--- config.mk ---
export PLATFORM = sky130hd
export DESIGN_NAME = msk_shift_loader_flat
export DESIGN_NICKNAME = d
export VERILOG_FILES = /design/src/rtl/msk_loader_pkg.sv /design/src/rtl/msk_shift_loader_if.sv /design/src/rtl/MSKregEn.sv /design/src/rtl/msk_loader_ctrl.sv /design/src/rtl/msk_shift_loader.sv /design/src/flat_wrapper.sv
export SDC_FILE = /design/constraint.sdc
export NUM_CORES = 1
export LEC_CHECK = 0
export BUFFER_PORTS_ARGS = -buffer_cell sky130_fd_sc_hd__buf_2
export CORE_UTILIZATION = 45
export DETAILED_ROUTE_END_ITERATION = 7
export GPL_ROUTABILITY_DRIVEN = 0
export MAX_ROUTING_LAYER = met4
export PLACE_DENSITY = 0.79
export SYNTH_ARGS = -nofsm -noshare
export SYNTH_HDL_FRONTEND = slang
export SYNTH_SLANG_ARGS = --single-unit
--- constraint.sdc ---
create_clock -name clk -period 1.15 [get_ports clk]
set_clock_uncertainty 0.05 [all_clocks]
set_input_delay 0.23 -clock clk [delete_from_list [all_inputs] [get_ports clk]]
set_output_delay 0.23 -clock clk [all_outputs]
set_load 0.1 [all_outputs]
--- src/rtl/msk_loader_pkg.sv ---
// msk_loader_pkg: state encoding and width helper shared by the masked shift loader.
package msk_loader_pkg;
    typedef enum logic {FILL = 1'b0, FULL = 1'b1} state_t;

    function automatic int clog2(input int v);
        int r;
        r = 0;
        while ((1 << r) < v) r++;
        return r;
    endfunction
endpackage

--- src/rtl/msk_shift_loader_if.sv ---
// msk_shift_loader_if: word-in / block-out valid-ready bus of the masked shift loader.
interface msk_shift_loader_if #(parameter int D = 2, parameter int W = 8, parameter int N = 4);
    logic             in_valid;
    logic             in_ready;
    logic [W*D-1:0]   din;
    logic             out_valid;
    logic             out_ready;
    logic [N*W*D-1:0] dout;
    modport master(output in_valid, din, out_ready, input in_ready, out_valid, dout);
    modport slave(input in_valid, din, out_ready, output in_ready, out_valid, dout);
endinterface

--- src/rtl/MSKregEn.sv ---
// MSKregEn: enable-gated masked register; shares are stored side by side and never combined.
module MSKregEn #(parameter int d = 2, parameter int count = 8) (
    input  logic                 clk,
    input  logic                 rst_n,
    input  logic                 i_en,
    input  logic [count*d-1:0]   i_d,
    output logic [count*d-1:0]   o_q
);
    logic [count*d-1:0] r_q;
    always_ff @(posedge clk or negedge rst_n)
        if (!rst_n) r_q <= '0;
        else if (i_en) r_q <= i_d;
    assign o_q = r_q;
endmodule

--- src/rtl/msk_loader_ctrl.sv ---
// msk_loader_ctrl: FILL/FULL handshake FSM and word counter; exports acc as the shift enable.
// Optional MSK_LOADER_FLUSH_EN adds i_flush to drop a partial block.
module msk_loader_ctrl import msk_loader_pkg::*; #(parameter int N = 4) (
    input  logic clk,
    input  logic rst_n,
    input  logic i_in_valid,
    input  logic i_out_ready,
`ifdef MSK_LOADER_FLUSH_EN
    input  logic i_flush,
`endif
    output logic o_in_ready,
    output logic o_out_valid,
    output logic o_acc
);
    localparam int CW = clog2(N + 1);
    localparam logic [CW-1:0] LAST = CW'(N - 1);
    state_t        r_state;
    logic [CW-1:0] r_cnt;
    logic          w_flush;
`ifdef MSK_LOADER_FLUSH_EN
    assign w_flush = i_flush;
`else
    assign w_flush = 1'b0;
`endif
    // flush only matters while filling; FULL keeps pure consumer backpressure
    assign o_in_ready  = (r_state == FILL) ? ~w_flush : i_out_ready;
    assign o_out_valid = (r_state == FULL);
    assign o_acc       = i_in_valid & o_in_ready;
    always_ff @(posedge clk or negedge rst_n) begin
        if (!rst_n) begin
            r_state <= FILL;
            r_cnt   <= '0;
        end else if (r_state == FILL) begin
            if (w_flush) begin
                r_cnt <= '0;
            end else if (o_acc) begin
                r_state <= (r_cnt == LAST) ? FULL : FILL;
                r_cnt   <= (r_cnt == LAST) ? '0 : r_cnt + 1'b1;
            end
        end else if (i_out_ready) begin
            // a word accepted alongside the transfer starts the next block
            r_state <= (o_acc && N == 1) ? FULL : FILL;
            r_cnt   <= (o_acc && N > 1) ? CW'(1) : '0;
        end
    end
endmodule

--- src/rtl/msk_shift_loader.sv ---
// msk_shift_loader: masked serial-to-parallel loader, one masked word in, n-word masked block out.
// Optional MSK_LOADER_FLUSH_EN adds the flush port.
module msk_shift_loader #(parameter int D = 2, parameter int W = 8, parameter int N = 4) (
    input logic clk,
    input logic rst_n,
`ifdef MSK_LOADER_FLUSH_EN
    input logic flush,
`endif
    msk_shift_loader_if.slave bus
);
    logic                      w_acc;
    logic [N-1:0][W*D-1:0]     w_slot;
    msk_loader_ctrl #(.N(N)) u_ctrl (
        .clk        (clk),
        .rst_n      (rst_n),
        .i_in_valid (bus.in_valid),
        .i_out_ready(bus.out_ready),
`ifdef MSK_LOADER_FLUSH_EN
        .i_flush    (flush),
`endif
        .o_in_ready (bus.in_ready),
        .o_out_valid(bus.out_valid),
        .o_acc      (w_acc)
    );
    // slot k loads slot k+1, the top slot loads din; word 0 ends up in slot 0
    for (genvar k = 0; k < N; k++) begin : g_slot
        if (k == N - 1) begin : g_top
            MSKregEn #(.d(D), .count(W)) u_reg (
                .clk(clk), .rst_n(rst_n), .i_en(w_acc), .i_d(bus.din), .o_q(w_slot[k]));
        end else begin : g_mid
            MSKregEn #(.d(D), .count(W)) u_reg (
                .clk(clk), .rst_n(rst_n), .i_en(w_acc), .i_d(w_slot[k+1]), .o_q(w_slot[k]));
        end
    end
    assign bus.dout = w_slot;
endmodule

--- src/flat_wrapper.sv ---
// flat-port wrapper written by rule: the top's interface ports become plain ports
module msk_shift_loader_flat 
#(parameter int D = 2, parameter int W = 8, parameter int N = 4)
  (clk, rst_n, bus_in_valid, bus_din, bus_out_ready, bus_in_ready, bus_out_valid, bus_dout);
  msk_shift_loader_if #(.D(D), .W(W), .N(N)) bus_i ();
  input logic clk;
  input logic rst_n;
  input wire logic [$bits(bus_i.in_valid)-1:0] bus_in_valid;
  input wire logic [$bits(bus_i.din)-1:0] bus_din;
  input wire logic [$bits(bus_i.out_ready)-1:0] bus_out_ready;
  output wire logic [$bits(bus_i.in_ready)-1:0] bus_in_ready;
  output wire logic [$bits(bus_i.out_valid)-1:0] bus_out_valid;
  output wire logic [$bits(bus_i.dout)-1:0] bus_dout;
  assign bus_i.in_valid = bus_in_valid;
  assign bus_i.din = bus_din;
  assign bus_i.out_ready = bus_out_ready;
  assign bus_in_ready = bus_i.in_ready;
  assign bus_out_valid = bus_i.out_valid;
  assign bus_dout = bus_i.dout;
  msk_shift_loader #(.D(D), .W(W), .N(N)) u_core (.clk(clk), .rst_n(rst_n), .bus(bus_i));
endmodule
==> flow_summary.yaml, run 1 <==
run_status:
  status: "finished, violations left"
  violations: "setup timing"
detailed_routing:
  ant_nets: 0
  drt_iter0_drc: 113
  vias_per_cell: 5.18
  highest_layer: "met4"
  post_drt_wl_per_cell_um: 23.2
  met1_length_um: 3470
  firstDrtPassIters: 4
  met3_length_um: 305
  drc_errors: 0
  vias: 2079
  wl_um: 9280
  wl_met2_um: 5110
synth:
  synthCells: 152
  yosysSeqAreaShare_pct: 65.5
  synth.avg_cell_area_um2: 17.1
  synth_top_cell_by_area: "dfrtp_1"
  yosysTopAreaCellShare_pct: 65.5
  yosys_warnings: 0
  netlist_area_mm2: 0.00260
  synth_nets: 173
  yosys_register_bits: 68
  synth.distinct_cells: 16
  synth.area.top_cells: "dfrtp_1 (66%), mux2_2 (28%), buf_6 (2.6%)"
placement:
  dpl.hpwl_um: 4400
  portBuffers: 85
  dpl_cell_area_mm2: 0.00422
clock_network:
  cts_buffers: 9
  clock_sinks: 68
  cts_tree: "built"
  root_buffer: "clkbuf_8"
  clock_latency_ps: 350
  cts_buffer_depth: 2
  cts_max_level: 3
  path_clk_slew_ps: 80
setup_path:
  r2r_start: "u_core.u_ctrl.o_out_valid$_DFF_PN0_"
  critPathKind: "reg -> out"
  crit_required_ps: 870
  worst_setup_path_start_kind: "flip-flop"
  rrSetupSlack_ps: -350
  critPathMaxFanout: 2
  endpoint: "bus_in_ready"
  rr_endpoint: "u_core.g_slot[3].g_top.u_reg.o_q[4]$_DFFE_PN0P_"
  rr_worst_depth: 5
  crit_path_start: "u_core.u_ctrl.o_out_valid$_DFF_PN0_"
  end_kind: "output port"
  crit_arrival_ps: 1220
final_layout:
  final_net_count: 346
  final_common_cell: "buf_12"
  final_area_mm2: 0.00500
  n_fill_cell: 193
  final_cell_mix: "buf_12 (71), buf_4 (70), mux2_2 (64), dfrtp_1 (62), buf_2 (19)"
  drive_above_1_share_pct: 78.4
  num_antenna_cells: 0
  syn2layout_area_growth_pct: 92.4
grt:
  grt_pass1_wl_um: 12000
  gr-total-overflow: 0
  grt_use_total_pct: 28.1
  antenna_found_initial: 0
  grt_pass1_vias: 2256
  grt_max_degree: 41
sta:
  worst_slew_margin_rel_pct: 78.1
  final_max_slew_viol_count: 0
  final.setup.worst_slack_ps: -349
  rsz0062_at_grt: "true"
  fin_crit_sh_pct: 130
  fmax_mhz: 667
  hold_viol: 0
  worst_pin_slew_ps: 329
  finalSetupViolCount: 133
  timing.final.crit_period_ps: 1500
floorplan:
  coreArea_mm2: 0.00554
  start_util_pct: 46.9
  top_level_ports: 86
  die_w_um: 78.0
  rows: 27
  die_h_um: 78.0
  die-area_mm2: 0.00608
flow_run:
  maxCapViolations: 0
min_path:
  min_path_type: "in -> reg"
## repair_timing
item / CTS / global route
hold endpoints to repair: 11 / 0
hold buffers: 1 / 0
pin swaps: 3 / 3
cloned: 0 / 3
gates resized for setup: 6 / 7
endpoints found under the setup margin: 130 / 133
buffers inserted: 47 / 19
## worst min-delay path by stage
stage,startpoint,to,depth (start not counted)
finish,bus_din[10],u_core.g_slot[3].g_top.u_reg.o_q[10]$_DFFE_PN0P_,2
global route,bus_din[10],u_core.g_slot[3].g_top.u_reg.o_q[10]$_DFFE_PN0P_,2
CTS,bus_din[2],u_core.g_slot[3].g_top.u_reg.o_q[2]$_DFFE_PN0P_,2
detailed placement,rst_n,u_core.g_slot[1].g_mid.u_reg.o_q[10]$_DFFE_PN0P_,1
global placement,rst_n,u_core.g_slot[2].g_mid.u_reg.o_q[10]$_DFFE_PN0P_,1
floorplan,rst_n,u_core.g_slot[0].g_mid.u_reg.o_q[0]$_DFFE_PN0P_,0
## per-stage QoR
stage | std cells | hold WS [ps] | utilization, % | TNS (ps) | setup slack (ps)
2_1_floorplan | 152 | -116 | - | -40950 | -607
3_3_place_gp | 317 | 85.9 | 76.2 | -6870 | -116
3_5_place_dp | 317 | 85.6 | 76.2 | -8610 | -150
4_1_cts | 380 | 69.3 | 86.3 | -21280 | -318
5_1_grt | 401 | 57.4 | 90.2 | -29290 | -375
6_report | 401 | 59.8 | 90.2 | -25970 | -349
## critical path, cell delays in order (launching register included)
cell and delay (ps):
dfrtp_4 500, nand2b_4 90, buf_6 110, buf_12 160
## metal layers
metal	vias up	track usage, %
met2	86	49.8
met3	30	5.88
met5	-	-
met1	1078	30.0
li1	885	-
met4	0	13.5
## layout make-up
type / count / area, µm² / area share [%]
clock buffer: 13 / 169 / 3.38
timing repair buffer: 167 / 2150 / 43.0
inverter: 1 / 3.75 / 0.0751
sequential: 68 / 1710 / 34.3
tap: 72 / 90.1 / 1.80
multi-input combinational: 78 / 866 / 17.3
clock inverter: 2 / 10.0 / 0.200
## cell usage after synthesis
master    count
nand3b_1      1
and3_1        1
dfrtp_1      68
o22ai_1       1
inv_1         1
mux2i_1       1
nand2_4       1
buf_6         6
nand2_1       1
a22o_1        1
mux2_2       64
o31ai_1       1
ha_1          1
nand2b_4      1
o21ai_0       2
nor2b_1       1
## sequential cells by signal (all words and copies together) (netlist names)
| name | cells |
|---|---|
| u_core.g_slot.g_mid.u_reg.o_q | 48 |
| u_core.u_ctrl.o_out_valid | 1 |
| u_core.u_ctrl.r_cnt | 3 |
| u_core.g_slot.g_top.u_reg.o_q | 16 |
## logic make-up (layout without fill, tap and decap cells)
logic type	Yosys count	after routing	synth area share, %
multiplexers	65	65	28.1
buffers and inverters	7	183	2.75
AND/OR/NAND/NOR	6	7	1.88
flip-flops	68	68	65.5
adder cells (fa/ha/maj)	1	1	0.482
AO/OA/AOI/OAI	5	5	1.25
Power of run 1 is left out: the tool's default activity adds up to more than one toggle a clock period on the data nets, which glitch-free logic cannot reach.
==> run 2: changes to the inputs <==
ABC_AREA = 1   (was not set)
==> flow_summary.yaml, run 2 <==
placement:
  portBuffers: 85
  dpl.cell_count: 451
  dpl.hpwl_um: 4710
  dpl_cell_area_mm2: 0.00423
  post-place-ws_ps: -113
clock_network:
  cts_buffer_depth: 2
  root_buffer: "clkbuf_8"
  cts_max_level: 3
  clock_sinks: 68
  cts_buffers: 9
synth:
  synth-main-ff-cell: "dfrtp_1"
  synth_nets: 319
  async_reset_ff_share_pct: 100
  yosysSeqAreaShare_pct: 63.2
  netlist_area_mm2: 0.00269
  muxShareOfSynthArea_pct: 0
  synth.avg_cell_area_um2: 9.04
  netlist_top_cells_count: "nand2_1 (203), dfrtp_1 (68), buf_6 (9)"
  yosys_warnings: 0
  synthAdderAreaFrac_pct: 0.464
  synth_most_common_cell: "nand2_1"
  synth.area.top_cells: "dfrtp_1 (63%), nand2_1 (28%), buf_6 (3.8%)"
  synth-xor-area-share_pct: 0
  synth_compound_area_share_pct: 0.372
  synth_edf_count: 0
  synth.distinct_cells: 13
  yosys.area_share.simple_pct: 29.3
  synth_top_family_by_area: "simple AND/OR/NAND/NOR gates"
  synth_top_cell_by_area: "dfrtp_1"
  synthCells: 298
  yosys_register_bits: 68
  yosysTopAreaCellShare_pct: 63.2
floorplan:
  start_util_pct: 47.7
  top_level_ports: 86
  die_h_um: 79.4
  die_w_um: 79.4
  rows: 27
run_status:
  status: "aborted with a tool error"
  failed_stage: "global routing (5_1_grt)"
  firstError: "[ERROR DPL-0038] Utilization greater than 100%, impossible to legalize"
grt:
  grt_max_degree: 31
sta:
  worst-ep-kind: "top-level output"
  crit_endpoint: "bus_in_ready"
run 2: cell families after synthesis:
group           count (synthesis)
simple gates                  208
buf+inv                        19
fa+ha+maj                       1
compound gates                  2
flops                          68
run 2: timing repair:
item,CTS
endpoints found under the setup margin,132
cloned,11
pin swaps,1
gates resized for setup,35
hold endpoints to repair,11
setup buffers,59
hold buffers,1
run 2: per-stage QoR:
step | util, % | setup TNS (ps)
global placement | 75.0 | -306
CTS | 94.1 | -21060
floorplan | - | -24910
detailed placement | 75.0 | -2520
==> run 3: changes to the inputs <==
CORE_UTILIZATION = 30   (was 45)
MAX_ROUTING_LAYER = not set   (was met4)
PLACE_DENSITY = not set   (was 0.79)
PLACE_DENSITY_LB_ADDON = 0.15   (was not set)
clock period = 1.5 ns   (was 1.15 ns; I/O delays follow)
==> flow_summary.yaml, run 3 <==
run_status:
  status: "finished clean"
clock_network:
  root_buffer: "clkbuf_8"
  cts_buffers: 9
  path_clk_slew_ps: 70
  clock_sinks: 68
  cts_max_level: 3
  cts_tree: "built"
  cts_buffer_depth: 2
  clock_latency_ps: 340
synth:
  netlist_area_mm2: 0.00269
  synth.area.top_cells: "dfrtp_1 (63%), nand2_1 (28%), buf_6 (3.8%)"
  synthAdderAreaFrac_pct: 0.464
  synth_edf_count: 0
  yosys_warnings: 0
  yosys_register_bits: 68
  yosysTopAreaCellShare_pct: 63.2
  yosysSeqAreaShare_pct: 63.2
  synth-main-ff-cell: "dfrtp_1"
  yosys.area_share.simple_pct: 29.3
  synth_top_cell_by_area: "dfrtp_1"
  synth.distinct_cells: 13
  synth-xor-area-share_pct: 0
  synth_nets: 319
  synthCells: 298
  netlist_top_cells_count: "nand2_1 (203), dfrtp_1 (68), buf_6 (9)"
  synth_top_family_by_area: "simple AND/OR/NAND/NOR gates"
  async_reset_ff_share_pct: 100
  muxShareOfSynthArea_pct: 0
  synth.avg_cell_area_um2: 9.04
  synth_most_common_cell: "nand2_1"
  synth_compound_area_share_pct: 0.372
grt:
  gr-total-overflow: 0
  grt_max_degree: 65
  grt_use_total_pct: 14.7
  grt_pass1_wl_um: 10800
  grt_pass1_vias: 2067
  antenna_found_initial: 0
sta:
  fmax_mhz: 684
  rsz0062_at_grt: "false"
  fin_crit_sh_pct: 97.4
  timing.final.crit_period_ps: 1460
  fin_setup_tns_ps: 0
  final_max_slew_viol_count: 0
  final.setup.worst_slack_ps: 38.7
  hold_viol: 0
  finalSetupViolCount: 0
  worst_slew_margin_rel_pct: 67.9
  worst_pin_slew_ps: 485
setup_path:
  critPathMaxFanout: 3
  crit_required_ps: 1150
  worst_setup_path_start_kind: "flip-flop"
  critPathKind: "reg -> out"
  end_kind: "output port"
  crit_arrival_ps: 1110
  rrSetupSlack_ps: 140
floorplan:
  die_h_um: 96.8
  start_util_pct: 30.9
  die_w_um: 96.8
  coreArea_mm2: 0.00872
  die-area_mm2: 0.00936
  rows: 34
  top_level_ports: 86
final_layout:
  finalCoreUtilization_pct: 41.5
  num_antenna_cells: 0
  drive_above_1_share_pct: 27.8
  final_cell_mix: "nand2_1 (203), dfrtp_1 (67), buf_4 (48), buf_2 (22), clkbuf_4 (12)"
  final_net_count: 409
  n_fill_cell: 899
  final_common_cell: "nand2_1"
  syn2layout_area_growth_pct: 34.4
  largest_reg_flops: 48
detailed_routing:
  firstDrtPassIters: 4
  post_drt_wl_per_cell_um: 12.7
  drc_errors: 0
  vias_per_cell: 4.21
  wl_um: 6370
  drt_iter0_drc: 130
  vias: 2107
  ant_nets: 0
placement:
  post-place-ws_ps: 181
  portBuffers: 85
  dpl.hpwl_um: 4270
min_path:
  min_path_type: "in -> reg"
flow_run:
  maxCapViolations: 0
run 3: metrics by stage:
stage               cells  cell area, µm²  hold slack (ps)
global route          500            3620             97.0
floorplan             298            2720            -45.6
detailed placement    482            3280              177
CTS                   500            3590             81.9
global placement      482            3280              170
finish                500            3620              107
run 3: final cells by class:
cell class / instances / area, µm² / area share [%]
repair buffers: 93 / 762 / 21.0
clock buffers: 13 / 159 / 4.39
flip-flops and latches: 68 / 1710 / 47.1
inverters: 5 / 18.8 / 0.518
well taps: 108 / 135 / 3.73
clock inverters: 2 / 10.0 / 0.276
multi-input cells: 211 / 831 / 22.9
run 3: cell families (layout without fill, tap and decap cells):
family                   after synthesis  after routing
AO/OA/AOI/OAI                          2              2
adder cells (fa/ha/maj)                1              1
buffers and inverters                 19            113
flip-flops                            68             68
AND/OR/NAND/NOR                      208            208
run 3: routing by layer:
| metal | part of all wire [%] | vias up | global-route usage, % |
|---|---|---|---|
| met5 | 0 | - | 0 |
| met4 | 1.6 | 0 | 7.23 |
| met3 | 4.2 | 10 | 3.68 |
| li1 | - | 1075 | - |
| met2 | 44 | 58 | 20.9 |
| met1 | 50 | 964 | 20.7 |
run 3: final timing paths:
| path | startpoint | endpoint | depth (start not counted) |
|---|---|---|---|
| setup / recovery | u_core.u_ctrl.o_out_valid$_DFF_PN0_ | bus_in_ready | 2 |
| hold / removal | bus_din[11] | u_core.g_slot[3].g_top.u_reg.o_q[11]$_DFFE_PN0P_ | 3 |
| setup reg to reg | u_core.u_ctrl.o_out_valid$_DFF_PN0_ | u_core.g_slot[3].g_top.u_reg.o_q[0]$_DFFE_PN0P_ | 7 |
| hold reg to reg | u_core.g_slot[0].g_mid.u_reg.o_q[12]$_DFFE_PN0P_ | u_core.g_slot[0].g_mid.u_reg.o_q[12]$_DFFE_PN0P_ | 2 |
| max in group asynchronous | rst_n | u_core.g_slot[1].g_mid.u_reg.o_q[0]$_DFFE_PN0P_ | 3 |
| min in group asynchronous | rst_n | u_core.g_slot[2].g_mid.u_reg.o_q[15]$_DFFE_PN0P_ | 2 |
run 3: critical path: stages, from the launching register on:
cell,delay (ps)
dfrtp_4,530
nand2_8,80
buf_12,160
run 3: what timing repair did:
item | CTS | global route
setup endpoints to repair | 45 | 33
resized for setup | 44 | 13
hold endpoints to repair | 21 | 0
hold buffers | 1 | 0
pin swaps | 1 | 1
setup buffers | 2 | 0
Power of run 3 is left out for the same reason.
==> run 4: changes to the inputs <==
SETUP_SLACK_MARGIN = 0.05   (was not set)
==> flow_summary.yaml, run 4 (synthesis results as in run 3) <==
setup_path:
  max_stage_delay_ps: 530
  rr_endpoint: "u_core.g_slot[2].g_mid.u_reg.o_q[2]$_DFFE_PN0P_"
  cp_slowest_cell: "dfrtp_4"
  crit_path_start: "u_core.u_ctrl.o_out_valid$_DFF_PN0_"
  rrSetupSlack_ps: 130
  endpoint: "bus_in_ready"
  path_depth: 2
  end_kind: "output port"
  critPathKind: "reg -> out"
  crit_arrival_ps: 1110
  critPathMaxFanout: 3
  crit_family: "flip-flops"
  path_cells: "nand2_8 -> buf_12"
  rr_worst_depth: 7
  r2r_start: "u_core.u_ctrl.o_out_valid$_DFF_PN0_"
  crit_required_ps: 1150
  worst_setup_path_start_kind: "flip-flop"
  cp_num_buf_inv: 1
grt:
  antenna_found_initial: 0
  gr-total-overflow: 0
  grt_use_total_pct: 14.0
  grt_max_degree: 59
  grt_pass1_vias: 2008
  use_met1_pct: 19.4
  grt_util_met2_pct: 20.7
  use_met3_pct: 5.06
  grt_pass1_wl_um: 10400
  busiest_layer: "met2"
run_status:
  status: "finished clean"
clock_network:
  path_clk_slew_ps: 70
  clock_latency_ps: 330
  cts_buffer_depth: 2
  root_buffer: "clkbuf_8"
  cts_buffers: 9
  clock_sinks: 68
  cts_max_level: 3
  cts_tree: "built"
min_path:
  min_path_type: "in -> reg"
final_layout:
  final_area_mm2: 0.00383
  final_common_cell: "nand2_1"
  syn2layout_area_growth_pct: 42.1
  finalCoreUtilization_pct: 43.9
  final_net_count: 414
  num_antenna_cells: 0
  final_cell_mix: "nand2_1 (203), dfrtp_1 (67), buf_4 (62), buf_2 (18)"
  n_fill_cell: 897
  largest_reg_flops: 48
  regArea_mm2: 0.00171
  finalNonFillerCells: 505
  drive_above_1_share_pct: 28.7
  multi_input_area_um2: 840
placement:
  dpl.cell_count: 482
  dpl_cell_area_mm2: 0.00333
  portBuffers: 85
  dpl.hpwl_um: 4180
  post-place-ws_ps: 154
detailed_routing:
  ant_nets: 0
  post_drt_wl_per_cell_um: 13.6
  drc_errors: 0
  drt_iter0_drc: 49
  wl_um: 6850
  firstDrtPassIters: 4
  vias: 2156
  vias_per_cell: 4.27
sta:
  timing.final.crit_period_ps: 1460
  rsz0062_at_grt: "true"
  worst_pin_slew_ps: 326
  worst_slew_margin_rel_pct: 78.1
  fin_crit_sh_pct: 97.4
  hold_viol: 0
  final.setup.worst_slack_ps: 38.4
  fmax_mhz: 684
  finalSetupViolCount: 0
  final_max_slew_viol_count: 0
floorplan:
  die_w_um: 96.8
  die-area_mm2: 0.00936
  rows: 34
  coreArea_mm2: 0.00872
  die_h_um: 96.8
  start_util_pct: 30.9
  top_level_ports: 86
flow_run:
  maxCapViolations: 0
run 4: cell count changes in the layout (fill, tap and decap cells not counted), moves of 2 or more:
cell / change
clkbuf_16: +3
buf_2: -4
clkinv_2: -2
buf_12: +3
buf_4: +14
clkbuf_4: -12
run 4: final cells by class:
type	count	share of cell area, %
Sequential cell	68	44.5
Timing Repair Buffer	98	24.0
Multi-Input combinational cell	211	21.9
Clock buffer	14	4.51
Tap cell	108	3.53
Clock inverter	1	0.784
Inverter	5	0.686
run 4: worst register-to-register path: stages (launching register included):
cell       delay, ps
dfrtp_4          530
nand2_8           90
buf_4            140
nand2_8           90
inv_8            100
clkbuf_16        190
nand2_1           70
nand2_1           50
run 4: per-stage QoR:
stage	hold slack, ps	setup TNS [ps]
2_1_floorplan	-45.6	-1140
3_3_place_gp	175	0
3_5_place_dp	168	0
4_1_cts	89.1	0
5_1_grt	90.6	-5.39
6_report	111	0
run 4: metal layers:
layer  up-vias  wire (µm)
met3         5        282
met1      1009       3340
met5         -          0
met2        54       3170
li1       1088          -
met4         0         59
run 4: worst min path at each step:
stage | start | endpoint | slack (ps) | cells after the start
after floorplan | rst_n | u_core.g_slot[0].g_mid.u_reg.o_q[0]$_DFFE_PN0P_ | -50 | 0
after global placement | rst_n | u_core.g_slot[0].g_mid.u_reg.o_q[5]$_DFFE_PN0P_ | 170 | 1
after detailed placement | rst_n | u_core.g_slot[1].g_mid.u_reg.o_q[10]$_DFFE_PN0P_ | 170 | 1
after CTS | bus_din[9] | u_core.g_slot[3].g_top.u_reg.o_q[9]$_DFFE_PN0P_ | 90 | 3
after global routing | bus_din[9] | u_core.g_slot[3].g_top.u_reg.o_q[9]$_DFFE_PN0P_ | 90 | 3
final | bus_din[2] | u_core.g_slot[3].g_top.u_reg.o_q[2]$_DFFE_PN0P_ | 110 | 3
run 4: repair_timing:
| action | in CTS | in global routing |
|---|---|---|
| pin swaps | 1 | 1 |
| hold buffers | 1 | 0 |
| gates cloned | 0 | 3 |
| buffers inserted | 3 | 1 |
| endpoints found under the setup margin | 58 | 47 |
| resized for setup | 57 | 9 |
| hold endpoints to repair | 20 | 0 |
Power of run 4 is left out for the same reason.
